===== src/rtl/fft_seq_ctrl_if.sv =====
`timescale 1ns/1ps
`default_nettype none
// ============================================================================
//  Module  : fft_seq_ctrl_if
//  Brief   : Load, compute-address and unload signal bundle of the FFT
//            sequencer. The master side is the controller; the slave side is
//            the datapath/host environment.
//  Revision: 1.0 - initial release
// ============================================================================
interface fft_seq_ctrl_if #(
  parameter int ADDRSIZE = 5
);
  // load stream
  logic                ld_valid;
  logic                ld_ready;
  logic                ld_we;
  logic [ADDRSIZE-1:0] ld_addr;
  // compute control
  logic                start;
  logic                inverse;
  logic                rd_en;
  logic [ADDRSIZE-1:0] rd_addr_a;
  logic [ADDRSIZE-1:0] rd_addr_b;
  logic [ADDRSIZE-2:0] tw_idx;
  logic                tw_conj;
  logic                wr_en;
  logic [ADDRSIZE-1:0] wr_addr_a;
  logic [ADDRSIZE-1:0] wr_addr_b;
  logic [ADDRSIZE-1:0] stage_num;
  logic                busy;
  // unload stream
  logic                ul_valid;
  logic                ul_ready;
  logic [ADDRSIZE-1:0] ul_addr;
  logic                ul_last;
  logic                done;

  modport master (
    input  ld_valid, start, inverse, ul_ready,
    output ld_ready, ld_we, ld_addr,
    output rd_en, rd_addr_a, rd_addr_b, tw_idx, tw_conj,
    output wr_en, wr_addr_a, wr_addr_b, stage_num, busy,
    output ul_valid, ul_addr, ul_last, done
  );

  modport slave (
    output ld_valid, start, inverse, ul_ready,
    input  ld_ready, ld_we, ld_addr,
    input  rd_en, rd_addr_a, rd_addr_b, tw_idx, tw_conj,
    input  wr_en, wr_addr_a, wr_addr_b, stage_num, busy,
    input  ul_valid, ul_addr, ul_last, done
  );
endinterface
`default_nettype wire


===== src/rtl/fft_seq_ctrl.sv =====
`timescale 1ns/1ps
`default_nettype none
// ============================================================================
//  Module  : fft_seq_ctrl
//  Brief   : Sequencer for an in-place radix-2 DIF FFT. Loads N samples in
//            natural order, issues one butterfly per cycle for log2(N)
//            stages with write-back delayed by the PE latency, then unloads
//            in natural order using bit-reversed read addresses.
//  Revision: 1.0 - initial release
// ============================================================================
module fft_seq_ctrl #(
  parameter int NUMSAMPLES = 32,
  parameter int ADDRSIZE   = 5,
  parameter int NUMSTAGES  = 5,
  parameter int PE_LAT     = 2
) (
  input  logic           clk,
  input  logic           rst_n,
  fft_seq_ctrl_if.master bus
);

  localparam int                  c_KW    = ADDRSIZE - 1;
  localparam logic [ADDRSIZE-1:0] c_LAST  = ADDRSIZE'(NUMSAMPLES - 1);
  localparam logic [c_KW-1:0]     c_KLAST = c_KW'(NUMSAMPLES / 2 - 1);
  localparam logic [ADDRSIZE-1:0] c_SLAST = ADDRSIZE'(NUMSTAGES - 1);
  localparam logic [2:0]          c_FLAST = 3'((PE_LAT > 0) ? PE_LAT - 1 : 0);

  typedef enum logic [2:0] {
    S_LOAD   = 3'd0,
    S_RAMRDY = 3'd1,
    S_STAGE  = 3'd2,
    S_FLUSH  = 3'd3,
    S_UNLOAD = 3'd4
  } state_t;

  state_t              r_state, w_state_nx;
  logic [ADDRSIZE-1:0] r_lcnt, w_lcnt_nx;
  logic [ADDRSIZE-1:0] r_stage, w_stage_nx;
  logic [ADDRSIZE-1:0] r_ucnt, w_ucnt_nx;
  logic [c_KW-1:0]     r_k, w_k_nx;
  logic [2:0]          r_fcnt, w_fcnt_nx;
  logic                r_conj, w_conj_nx;
  logic                w_done_nx, w_stage_end;
  logic                w_ld_acc, w_ul_acc;

  logic                r_ld_ready, r_rd_en, r_busy, r_ul_valid, r_ul_last, r_done;
  logic [ADDRSIZE-1:0] r_rd_a, r_rd_b, r_ul_addr;
  logic [c_KW-1:0]     r_tw;

  logic                w_rd_nx, w_ul_nx;
  logic [c_KW-1:0]     w_mask, w_j, w_tw;
  logic [ADDRSIZE-1:0] w_h, w_rd_a, w_rd_b, w_ul_rev;

  assign w_ld_acc = bus.ld_valid & r_ld_ready;
  assign w_ul_acc = r_ul_valid & bus.ul_ready;

  // Next-state and counter logic of the load / compute / unload sequence
  always_comb begin
    w_state_nx  = r_state;
    w_lcnt_nx   = r_lcnt;
    w_stage_nx  = r_stage;
    w_k_nx      = r_k;
    w_fcnt_nx   = r_fcnt;
    w_ucnt_nx   = r_ucnt;
    w_conj_nx   = r_conj;
    w_done_nx   = 1'b0;
    w_stage_end = 1'b0;
    case (r_state)
      S_LOAD: begin
        if (w_ld_acc) begin
          w_lcnt_nx = r_lcnt + ADDRSIZE'(1);
          if (r_lcnt == c_LAST) w_state_nx = S_RAMRDY;
        end
      end
      S_RAMRDY: begin
        if (bus.start) begin
          w_state_nx = S_STAGE;
          w_stage_nx = '0;
          w_k_nx     = '0;
          w_conj_nx  = bus.inverse;
        end
      end
      S_STAGE: begin
        if (r_k == c_KLAST) begin
          if (PE_LAT > 0) begin
            w_state_nx = S_FLUSH;
            w_fcnt_nx  = '0;
          end else begin
            w_stage_end = 1'b1;
          end
        end else begin
          w_k_nx = r_k + c_KW'(1);
        end
      end
      S_FLUSH: begin
        if (r_fcnt == c_FLAST) w_stage_end = 1'b1;
        else                   w_fcnt_nx   = r_fcnt + 3'd1;
      end
      S_UNLOAD: begin
        if (w_ul_acc) begin
          w_ucnt_nx = r_ucnt + ADDRSIZE'(1);
          if (r_ucnt == c_LAST) begin
            w_state_nx = S_LOAD;
            w_done_nx  = 1'b1;
          end
        end
      end
      default: w_state_nx = S_LOAD;
    endcase
    // Writes of the finished stage have drained: advance or start unloading
    if (w_stage_end) begin
      if (r_stage == c_SLAST) begin
        w_state_nx = S_UNLOAD;
        w_ucnt_nx  = '0;
      end else begin
        w_state_nx = S_STAGE;
        w_stage_nx = r_stage + ADDRSIZE'(1);
        w_k_nx     = '0;
      end
    end
  end

  // Butterfly addressing for the next (stage, k): h = N>>(s+1), mask = h-1,
  // upper leg = ((k & ~mask) << 1) | (k & mask), lower leg = upper + h
  always_comb begin
    w_mask   = c_KLAST >> w_stage_nx;
    w_j      = w_k_nx & w_mask;
    w_h      = {1'b0, w_mask} + ADDRSIZE'(1);
    w_rd_a   = {w_k_nx & ~w_mask, 1'b0} | {1'b0, w_j};
    w_rd_b   = w_rd_a | w_h;
    w_tw     = w_j << w_stage_nx;
    w_rd_nx  = (w_state_nx == S_STAGE);
    w_ul_nx  = (w_state_nx == S_UNLOAD);
    w_ul_rev = '0;
    for (int i = 0; i < ADDRSIZE; i++) begin
      w_ul_rev[i] = w_ucnt_nx[ADDRSIZE-1-i];
    end
  end

  // State and counter registers
  always_ff @(posedge clk) begin
    if (!rst_n) begin
      r_state <= S_LOAD;
      r_lcnt  <= '0;
      r_stage <= '0;
      r_ucnt  <= '0;
      r_k     <= '0;
      r_fcnt  <= '0;
      r_conj  <= 1'b0;
    end else begin
      r_state <= w_state_nx;
      r_lcnt  <= w_lcnt_nx;
      r_stage <= w_stage_nx;
      r_ucnt  <= w_ucnt_nx;
      r_k     <= w_k_nx;
      r_fcnt  <= w_fcnt_nx;
      r_conj  <= w_conj_nx;
    end
  end

  // Output registers, computed from the next state so they align with it
  always_ff @(posedge clk) begin
    if (!rst_n) begin
      r_ld_ready <= 1'b0;
      r_rd_en    <= 1'b0;
      r_rd_a     <= '0;
      r_rd_b     <= '0;
      r_tw       <= '0;
      r_busy     <= 1'b0;
      r_ul_valid <= 1'b0;
      r_ul_addr  <= '0;
      r_ul_last  <= 1'b0;
      r_done     <= 1'b0;
    end else begin
      r_ld_ready <= (w_state_nx == S_LOAD);
      r_rd_en    <= w_rd_nx;
      r_rd_a     <= w_rd_nx ? w_rd_a : '0;
      r_rd_b     <= w_rd_nx ? w_rd_b : '0;
      r_tw       <= w_rd_nx ? w_tw : '0;
      r_busy     <= w_rd_nx | (w_state_nx == S_FLUSH);
      r_ul_valid <= w_ul_nx;
      r_ul_addr  <= w_ul_nx ? w_ul_rev : '0;
      r_ul_last  <= w_ul_nx & (w_ucnt_nx == c_LAST);
      r_done     <= w_done_nx;
    end
  end

  // Write-back strobe/addresses follow the read issue by PE_LAT cycles
  if (PE_LAT == 0) begin : g_wb_direct
    assign bus.wr_en     = r_rd_en;
    assign bus.wr_addr_a = r_rd_a;
    assign bus.wr_addr_b = r_rd_b;
  end else begin : g_wb_pipe
    logic                r_pen [PE_LAT];
    logic [ADDRSIZE-1:0] r_pa  [PE_LAT];
    logic [ADDRSIZE-1:0] r_pb  [PE_LAT];

    // Delay line; reset discards any write-backs still in flight
    always_ff @(posedge clk) begin
      if (!rst_n) begin
        for (int i = 0; i < PE_LAT; i++) begin
          r_pen[i] <= 1'b0;
          r_pa[i]  <= '0;
          r_pb[i]  <= '0;
        end
      end else begin
        r_pen[0] <= r_rd_en;
        r_pa[0]  <= r_rd_a;
        r_pb[0]  <= r_rd_b;
        for (int i = 1; i < PE_LAT; i++) begin
          r_pen[i] <= r_pen[i-1];
          r_pa[i]  <= r_pa[i-1];
          r_pb[i]  <= r_pb[i-1];
        end
      end
    end

    assign bus.wr_en     = r_pen[PE_LAT-1];
    assign bus.wr_addr_a = r_pa[PE_LAT-1];
    assign bus.wr_addr_b = r_pb[PE_LAT-1];
  end

  assign bus.ld_ready  = r_ld_ready;
  assign bus.ld_we     = w_ld_acc;
  assign bus.ld_addr   = r_lcnt;
  assign bus.rd_en     = r_rd_en;
  assign bus.rd_addr_a = r_rd_a;
  assign bus.rd_addr_b = r_rd_b;
  assign bus.tw_idx    = r_tw;
  assign bus.tw_conj   = r_conj;
  assign bus.stage_num = r_stage;
  assign bus.busy      = r_busy;
  assign bus.ul_valid  = r_ul_valid;
  assign bus.ul_addr   = r_ul_addr;
  assign bus.ul_last   = r_ul_last;
  assign bus.done      = r_done;

endmodule
`default_nettype wire


===== src/flat_wrapper.sv =====
// flat-port wrapper written by rule: the top's interface ports become plain ports
module fft_seq_ctrl_flat 
#(
  parameter int NUMSAMPLES = 32,
  parameter int ADDRSIZE   = 5,
  parameter int NUMSTAGES  = 5,
  parameter int PE_LAT     = 2
)
  (clk, rst_n, bus_ld_valid, bus_start, bus_inverse, bus_ul_ready, bus_ld_ready, bus_ld_we, bus_ld_addr, bus_rd_en, bus_rd_addr_a, bus_rd_addr_b, bus_tw_idx, bus_tw_conj, bus_wr_en, bus_wr_addr_a, bus_wr_addr_b, bus_stage_num, bus_busy, bus_ul_valid, bus_ul_addr, bus_ul_last, bus_done);
  fft_seq_ctrl_if #(.ADDRSIZE(ADDRSIZE)) bus_i ();
  input  logic clk;
  input  logic rst_n;
  input wire logic [$bits(bus_i.ld_valid)-1:0] bus_ld_valid;
  input wire logic [$bits(bus_i.start)-1:0] bus_start;
  input wire logic [$bits(bus_i.inverse)-1:0] bus_inverse;
  input wire logic [$bits(bus_i.ul_ready)-1:0] bus_ul_ready;
  output wire logic [$bits(bus_i.ld_ready)-1:0] bus_ld_ready;
  output wire logic [$bits(bus_i.ld_we)-1:0] bus_ld_we;
  output wire logic [$bits(bus_i.ld_addr)-1:0] bus_ld_addr;
  output wire logic [$bits(bus_i.rd_en)-1:0] bus_rd_en;
  output wire logic [$bits(bus_i.rd_addr_a)-1:0] bus_rd_addr_a;
  output wire logic [$bits(bus_i.rd_addr_b)-1:0] bus_rd_addr_b;
  output wire logic [$bits(bus_i.tw_idx)-1:0] bus_tw_idx;
  output wire logic [$bits(bus_i.tw_conj)-1:0] bus_tw_conj;
  output wire logic [$bits(bus_i.wr_en)-1:0] bus_wr_en;
  output wire logic [$bits(bus_i.wr_addr_a)-1:0] bus_wr_addr_a;
  output wire logic [$bits(bus_i.wr_addr_b)-1:0] bus_wr_addr_b;
  output wire logic [$bits(bus_i.stage_num)-1:0] bus_stage_num;
  output wire logic [$bits(bus_i.busy)-1:0] bus_busy;
  output wire logic [$bits(bus_i.ul_valid)-1:0] bus_ul_valid;
  output wire logic [$bits(bus_i.ul_addr)-1:0] bus_ul_addr;
  output wire logic [$bits(bus_i.ul_last)-1:0] bus_ul_last;
  output wire logic [$bits(bus_i.done)-1:0] bus_done;
  assign bus_i.ld_valid = bus_ld_valid;
  assign bus_i.start = bus_start;
  assign bus_i.inverse = bus_inverse;
  assign bus_i.ul_ready = bus_ul_ready;
  assign bus_ld_ready = bus_i.ld_ready;
  assign bus_ld_we = bus_i.ld_we;
  assign bus_ld_addr = bus_i.ld_addr;
  assign bus_rd_en = bus_i.rd_en;
  assign bus_rd_addr_a = bus_i.rd_addr_a;
  assign bus_rd_addr_b = bus_i.rd_addr_b;
  assign bus_tw_idx = bus_i.tw_idx;
  assign bus_tw_conj = bus_i.tw_conj;
  assign bus_wr_en = bus_i.wr_en;
  assign bus_wr_addr_a = bus_i.wr_addr_a;
  assign bus_wr_addr_b = bus_i.wr_addr_b;
  assign bus_stage_num = bus_i.stage_num;
  assign bus_busy = bus_i.busy;
  assign bus_ul_valid = bus_i.ul_valid;
  assign bus_ul_addr = bus_i.ul_addr;
  assign bus_ul_last = bus_i.ul_last;
  assign bus_done = bus_i.done;
  fft_seq_ctrl #(.NUMSAMPLES(NUMSAMPLES), .ADDRSIZE(ADDRSIZE), .NUMSTAGES(NUMSTAGES), .PE_LAT(PE_LAT)) u_core (.clk(clk), .rst_n(rst_n), .bus(bus_i));
endmodule

===== config.mk =====
export PLATFORM = sky130hd
export DESIGN_NAME = fft_seq_ctrl_flat
export DESIGN_NICKNAME = d
export VERILOG_FILES = /design/src/rtl/fft_seq_ctrl_if.sv /design/src/rtl/fft_seq_ctrl.sv /design/src/flat_wrapper.sv
export SDC_FILE = /design/constraint.sdc
export NUM_CORES = 1
export LEC_CHECK = 0
export CAP_MARGIN = 40
export CORE_ASPECT_RATIO = 0.75
export CORE_MARGIN = 4
export CORE_UTILIZATION = 52
export CTS_CLUSTER_DIAMETER = 200
export CTS_CLUSTER_SIZE = 14
export DETAILED_ROUTE_END_ITERATION = 7
export PLACE_DENSITY = 0.88
export SLEW_MARGIN = 20
export SYNTH_ARGS = -nofsm -noshare
export SYNTH_HDL_FRONTEND = slang
export SYNTH_SLANG_ARGS = --single-unit

===== constraint.sdc =====
create_clock -name clk -period 2.45 [get_ports clk]
set_input_delay 0.245 -clock clk [delete_from_list [all_inputs] [get_ports clk]]
set_output_delay 0.245 -clock clk [all_outputs]
set_load 0.01 [all_outputs]

==> reports/qor.txt, run 1 <==
gpl congestion = 0.916
Slew Limit Fails = 0
Hold Crit Class = reg2reg
first-pass GRT wire length = 10900 um
global route total overflow = 0
worst path cell trace = and3b_2, a211oi_1, a41oi_1, a31o_2, inv_2, ha_1, o311ai_0, o311ai_0
die width = 96.0 um
Crit Path Max Fanout = 13
fin area = 0.00390 mm2
Clock transition at path regs = 70 ps
drt first-iter violations = 278
Synth Flop Type = dfxtp_1
critical path depth in cells = 8
Area Growth Syn to Fin = 29.0%
Via density = 5.52
Critical Path Max Stage Delay = 580 ps
cell area after synthesis = 0.00302 mm2
multi-input logic area = 0.00142 mm2
H-tree depth = 3
peak supply drop = 363 uV
reg2reg path depth = 8
Worst Setup SP = u_core.r_state[2]
startpoint types = flop
number of remaining DRC errors = 0
core area = 0.00550 mm2
final critical-path required period = 2420 ps
Setup WS post-layout = 32.4 ps
clk_lat worst skew = 350 ps
Crit path max-delay family = compound AO/OA/AOI/OAI gates
IO Count = 54
antenna-violating nets left = 0
Critical Path AT = 2660 ps
reg2reg setup slack = 30 ps
cell count after synthesis = 317
WP data required = 2690 ps
post-synth top area cell = dfxtp_1
critical path type = reg2reg
ant diodes = 0
synthesized flop and latch total = 73
fin cells = 455
ranking of synthesized cells by area = dfxtp_1 48%, and2_1 6.2%, ha_1 4.1%, nor2_1 3.5%, buf_4 2.7%
Syn Area/Cell = 9.53 um2
Crit path buffers/inverters = 1
EDFF count, synth = 0
Critical Path Sink Type = flop
Max-Cap Viols = 0
FF/Latch Area = 0.00147 mm2
Via Count = 2511
CTS Buf Count = 9
initial antenna violation count = 0
drt wl/cell = 15.2 um
Final HPWL DP = 4830 um
overall die height = 74 um
Synth top area share = 48.4%
Initial Util = 55.0%
fillers = 415
Yosys warning count = 0
Fin. Hold Viols = 0
Place WS = -68.6 ps
largest net degree at the start of global routing = 32
NumNets Final = 391
Total GRT Usage = 20.1%
clk sinks = 73
Reg-to-Reg End = u_core.bus.rd_addr_b[2]
Routed WL = 6900 um
Worst Max-Slew Pin Slew = 590 ps
critical path endpoint = u_core.bus.rd_addr_b[2]
Synth cell types = 53
CP max-delay cell = dfxtp_1
clk root buf = clkbuf_8
fmax = 414 MHz
Lkg Pwr = 1.47 nW
dpl cell area = 0.00362 mm2
DIE AREA = 0.00710 mm2
placed insts = 437
vias in the first global route = 2296
Syn Nets = 333
share of cells above drive strength 1 = 14.2%
Pre-Repair DR Iteration Count = 6
outcome = finished, final reports clean
Rows = 23
Top cell by count, worst path = o311ai_0
Buffers on Ports = 53
Worst slew margin = 60.4%
Longest Clk Path Bufs = 2
clock skew = 6.06 ps
Pwr Density = 574 mW/mm2
sequential share of the synthesized area = 48.4%
endpoints failing setup = 0
CTS tree = built
Async SR Flop Fraction = 0%
fin crit share = 98.7%
FF-to-FF Start = u_core.r_state[2]
## placed cells by master (no fill, tap or decap), drive strengths merged, types with 3 or more instances in the layout
master	synthesis	layout
a211oi	3	3
a21oi	12	12
a31oi	3	3
a32oi	3	3
and2	30	30
and3	6	6
buf	16	17
clkbuf	7	10
clkdlybuf4s50	0	53
clkinv	0	3
dfxtp	73	73
ha	10	10
inv	14	14
mux2	3	3
mux2i	6	6
nand2	16	16
nand2b	6	6
nand3	11	11
nand3b	4	4
nand4	4	4
nor2	29	29
nor3	8	8
nor4	3	3
o211ai	7	7
o21ai	6	6
o311ai	3	3
xnor2	4	4
xor2	4	4
## cells in the mapped netlist (2+ instances only)
| library cell | n |
|---|---|
| o21ai_0 | 5 |
| inv_1 | 12 |
| nand3b_1 | 4 |
| ha_1 | 10 |
| mux2i_1 | 6 |
| nand2_1 | 16 |
| o211ai_1 | 7 |
| o22ai_1 | 2 |
| and2_1 | 30 |
| and3_1 | 5 |
| o31ai_1 | 2 |
| xnor2_1 | 4 |
| dfxtp_1 | 73 |
| nor2b_1 | 2 |
| xor2_1 | 4 |
| a21oi_1 | 12 |
| a31oi_1 | 3 |
| inv_2 | 2 |
| a32oi_1 | 3 |
| a31o_2 | 2 |
| nand4bb_1 | 2 |
| a211oi_1 | 3 |
| clkbuf_1 | 7 |
| o311ai_0 | 3 |
| nor4_1 | 3 |
| buf_4 | 11 |
| mux2_2 | 3 |
| or3_1 | 2 |
| nand2b_1 | 6 |
| buf_2 | 4 |
| nand3_1 | 10 |
| nand4_1 | 4 |
| nor2_1 | 28 |
| nor3_1 | 8 |
## layer usage
layer	vias up	track usage [%]	part of all wire, %
li1	1214	-	-
met1	1168	27.0	44
met2	113	30.1	47
met3	16	7.28	7.5
met4	0	7.10	2.2
met5	-	0	0
## cell families after synthesis
kind of cell               synth area share (%)
adders and majority gates                  4.14
DFF                                        48.4
and+or+nand+nor                            24.3
xor gates and xnor gates                   2.32
muxes                                      3.11
AOI/OAI and AO/OA                          11.4
buffers and inverters                      6.38
## sequential cells by signal (all words and copies together), names as in the netlist, 2 cells and up
register and cells:
u_core.r_ucnt 5, u_core.bus.tw_idx 4, u_core.g_wb_pipe.r_pen 2, u_core.g_wb_pipe.r_pb 10, u_core.r_fcnt 3, u_core.bus.rd_addr_b 5
u_core.bus.rd_addr_a 5, u_core.bus.ld_addr 5, u_core.g_wb_pipe.r_pa 10, u_core.bus.ul_addr 5, u_core.r_state 3, u_core.r_k 4
u_core.bus.stage_num 5
## power by group
group / switching [W] / leakage (nW) / internal, W
registers: 0.00000751 / 0.591 / 0.00119
clock network: 0.000440 / 0.0985 / 0.000499
logic: 0.0000546 / 0.781 / 0.0000454
## how the worst min path moves through the flow
stage	depth (start not counted)	from	slack [ps]	end
after detailed placement	1	u_core.g_wb_pipe.r_pa[0][4]	420	u_core.g_wb_pipe.r_pa[0][9]
after floorplan	2	bus_inverse	390	u_core.bus.tw_conj
after global placement	1	u_core.g_wb_pipe.r_pb[0][0]	420	u_core.g_wb_pipe.r_pb[0][5]
after global routing	1	u_core.g_wb_pipe.r_pa[0][1]	450	u_core.g_wb_pipe.r_pa[0][6]
final	1	u_core.g_wb_pipe.r_pb[0][1]	430	u_core.g_wb_pipe.r_pb[0][6]
after CTS	1	u_core.g_wb_pipe.r_pa[0][4]	440	u_core.g_wb_pipe.r_pa[0][9]
## final cells by class
type	instances	area share [%]
Tap cell	75	2.41
Clock buffer	10	3.53
Sequential cell	73	37.7
Multi-Input combinational cell	207	36.4
Clock inverter	6	1.73
Inverter	14	1.35
Timing Repair Buffer	70	16.9
## per-stage QoR
stage	total power (W)	setup TNS (ps)	hold WS, ps	util [%]
after detailed placement	0.00132	-127	417	65.8
after floorplan	0.00128	0	389	-
after global placement	0.00131	0	416	65.8
after CTS	0.00226	0	436	69.7
after global routing	0.00233	-211	446	70.9
final	0.00224	0	432	70.9
## what timing repair did
| item | in CTS | in global routing |
|---|---|---|
| pin swaps | 0 | 3 |
| hold buffers | 0 | 0 |
| gates resized for setup | 3 | 10 |
| buffers inserted | 0 | 2 |
| endpoints found under the setup margin | 3 | 9 |
## worst reg2reg max path, delay by kind of cell, from the launching register on
family,cells,cell delay (ps)
and+or+nand+nor,1,320
AOI/OAI and AO/OA,5,1070
adders and majority gates,1,210
buffers and inverters,1,130
DFF,1,580
No activity file was read; power rests on OpenSTA's default activity.
==> inputs of run 2 (changes only) <==
--- a/config.mk
+++ b/config.mk
@@ -6,13 +6,12 @@
 export NUM_CORES = 1
 export LEC_CHECK = 0
 export CAP_MARGIN = 40
-export CORE_ASPECT_RATIO = 0.75
 export CORE_MARGIN = 4
-export CORE_UTILIZATION = 52
+export CORE_UTILIZATION = 55
 export CTS_CLUSTER_DIAMETER = 200
 export CTS_CLUSTER_SIZE = 14
 export DETAILED_ROUTE_END_ITERATION = 7
-export PLACE_DENSITY = 0.88
+export PLACE_DENSITY = 0.92
 export SLEW_MARGIN = 20
 export SYNTH_ARGS = -nofsm -noshare
 export SYNTH_HDL_FRONTEND = slang
==> constraint.sdc (replaced) <==
create_clock -name clk -period 2.8 [get_ports clk]
set_input_delay 0.28 -clock clk [delete_from_list [all_inputs] [get_ports clk]]
set_output_delay 0.28 -clock clk [all_outputs]
set_load 0.01 [all_outputs]
==> reports/qor.txt, run 2 (synthesis results as in run 1) <==
Final HPWL DP = 4830 um (about the same)
clk root buf = clkbuf_8
reg2reg setup slack = 310 ps (+280 ps)
Post-CTS Repair Setup Buffers = 0 (unchanged)
Lkg Pwr = 1.42 nW (-3.2%)
Internal = 0.00161 W (-7.0%)
drt wl/cell = 14.7 um (-2.7%)
outcome = finished, final reports clean
Longest Clk Path Bufs = 2 (unchanged)
peak supply drop = 364 uV (+0.22%)
H-tree depth = 3 (unchanged)
Total GRT Usage = 21.5% (+1.4 points)
ant diodes = 0 (unchanged)
Routed WL = 6470 um (-6.1%)
overall die height = 82.1 um (+11%)
gpl congestion = 0.848 (-7.4%)
Hold Crit Depth = 1 (unchanged)
Worst slew margin = 58.7% (-1.7 points)
global route total overflow = 0 (unchanged)
Clock transition at path regs = 80 ps (about the same)
CTS Buf Count = 9 (unchanged)
CTS tree = built
clk_lat worst skew = 350 ps (about the same)
clock skew = 12.1 ps (+6.02 ps)
initial antenna violation count = 0 (unchanged)
final critical-path required period = 2490 ps (+69.8 ps)
most common cell after layout, fill and taps aside = dfxtp_1
NetSw = 0.000463 W (-7.8%)
Top Metal Used = met4
clk sinks = 73 (unchanged)
startpoint types = flop
Max-Cap Viols = 0 (unchanged)
fin crit share = 88.8% (-9.8 points)
drt first-iter violations = 186 (-33%)
Worst Max-Slew Pin Slew = 613 ps (+22.2 ps)
Initial Util = 58.0% (+3.1 points)
Buffers on Ports = 53 (unchanged)
FF-to-FF Start = u_core.bus.stage_num[1]
Seq pwr share = 50.4% (-3.1 points)
part of the power in combinational logic = 3.7% (-0.8 points)
largest net degree at the start of global routing = 32 (unchanged)
unrepaired setup endpoints after global routing = false
reg2reg path depth = 7 (-1)
Crit Path Max Fanout = 8 (-5)
DR WL met2 = 3200 um (-0.31%)
Gates resized, CTS repair = 0 (-3)
die width = 82.1 um (-14%)
CTS hold repair buffers = 0 (unchanged)
Reg-to-Reg End = u_core.bus.rd_addr_b[4]
Area Growth Syn to Fin = 25.1%
Via density = 5.40 (-2.1%)
share of cells above drive strength 1 = 9.76% (-4.5 points)
Sw Share = 22.3% (-0.15 points)
core area = 0.00520 mm2 (-5.3%)
NumNets Final = 380 (-2.8%)
fmax = 402 MHz (-2.8%)
vias in the first global route = 2407 (+4.8%)
endpoints failing setup = 0 (unchanged)
top flop regs = u_core.g_wb_pipe.r_pa: 10 flops, u_core.g_wb_pipe.r_pb: 10 flops
hold_sp = u_core.g_wb_pipe.r_pa[0][0]
antenna-violating nets left = 0 (unchanged)
Rows = 26 (+13%)
IO Count = 54 (unchanged)
Slew Limit Fails = 0 (unchanged)
Via Count = 2372 (-5.5%)
Routed met3 length = 363 um (-30%)
DIE AREA = 0.00674 mm2 (-5.1%)
first-pass GRT wire length = 11100 um (+1.8%)
Hold Crit Class = reg2reg
setup TNS = 0 ps (unchanged)
most frequent cells in the layout = 73 x dfxtp_1, 53 x clkdlybuf4s50_1, 30 x and2_1
Pwr Density = 549 mW/mm2 (-4.3%)
critical path type = reg2reg
total power = 0.00208 W (-7.2%)
Critical Path AT = 2690 ps (+30 ps)
WP data required = 3000 ps (+310 ps)
WL met1 = 2810 um (-6.9%)
number of remaining DRC errors = 0 (unchanged)
WHS Endpoint = u_core.g_wb_pipe.r_pa[0][5]
Pre-Repair DR Iteration Count = 4 (-2)
clock power share = 45.9% (+3.9 points)
Critical Path Sink Type = flop
Fin. Hold Viols = 0 (unchanged)
[run 2: worst max path at each step]
stage / slack, ps / to / from
after global routing: 100 / u_core.bus.rd_addr_b[2] / u_core.r_fcnt[0]
after CTS: 190 / u_core.bus.rd_addr_b[2] / u_core.r_fcnt[0]
final: 310 / u_core.bus.rd_addr_b[4] / u_core.bus.stage_num[1]
after floorplan: 650 / u_core.bus.rd_addr_b[2] / u_core.bus.stage_num[0]
after detailed placement: 210 / u_core.bus.rd_addr_b[2] / u_core.r_fcnt[0]
after global placement: 370 / u_core.bus.rd_addr_b[2] / u_core.r_fcnt[0]
[run 2: power groups by stage]
stage	Combinational [W]	Sequential (W)	Clock (W)
floorplan	0.0000442	0.00107	0
global placement	0.0000742	0.00107	0
detailed placement	0.0000768	0.00107	0
CTS	0.0000772	0.00105	0.000966
global route	0.0000857	0.00105	0.00101
finish	0.0000764	0.00105	0.000952
[run 2: worst max-delay path, stage by stage (launching register included)]
cell and delay (ps):
dfxtp_1 430, inv_1 70, ha_1 200, nor4bb_1 180, nor3_1 460, o21ai_1 300, o311ai_0 550, o31ai_1 160
[run 2: layer usage]
layer | up-vias | global-route usage [%]
met2 | 67 | 36.9
met4 | 0 | 8.97
met1 | 1102 | 25.4
met5 | - | 0
met3 | 12 | 5.64
li1 | 1191 | -
[run 2: per-stage QoR]
| stage | util (%) | setup slack (ps) | cell area (um2) | std cells | hold WS [ps] |
|---|---|---|---|---|---|
| 6_report | 72.6 | 313 | 3780 | 439 | 437 |
| 5_1_grt | 72.6 | 101 | 3780 | 439 | 459 |
| 4_1_cts | 72.5 | 186 | 3780 | 439 | 441 |
| 3_5_place_dp | 68.1 | 207 | 3540 | 423 | 422 |
| 3_3_place_gp | 68.1 | 374 | 3540 | 423 | 414 |
| 2_1_floorplan | - | 648 | 3020 | 317 | 412 |
[run 2: cell type report]
type | instances | area (um2)
tap | 70 | 87.6
multi-input combinational | 207 | 1370
timing repair buffer | 59 | 576
fill | 406 | 1430
clock inverter | 6 | 95.1
clock buffer | 10 | 138
sequential | 73 | 1460
inverter | 14 | 52.6
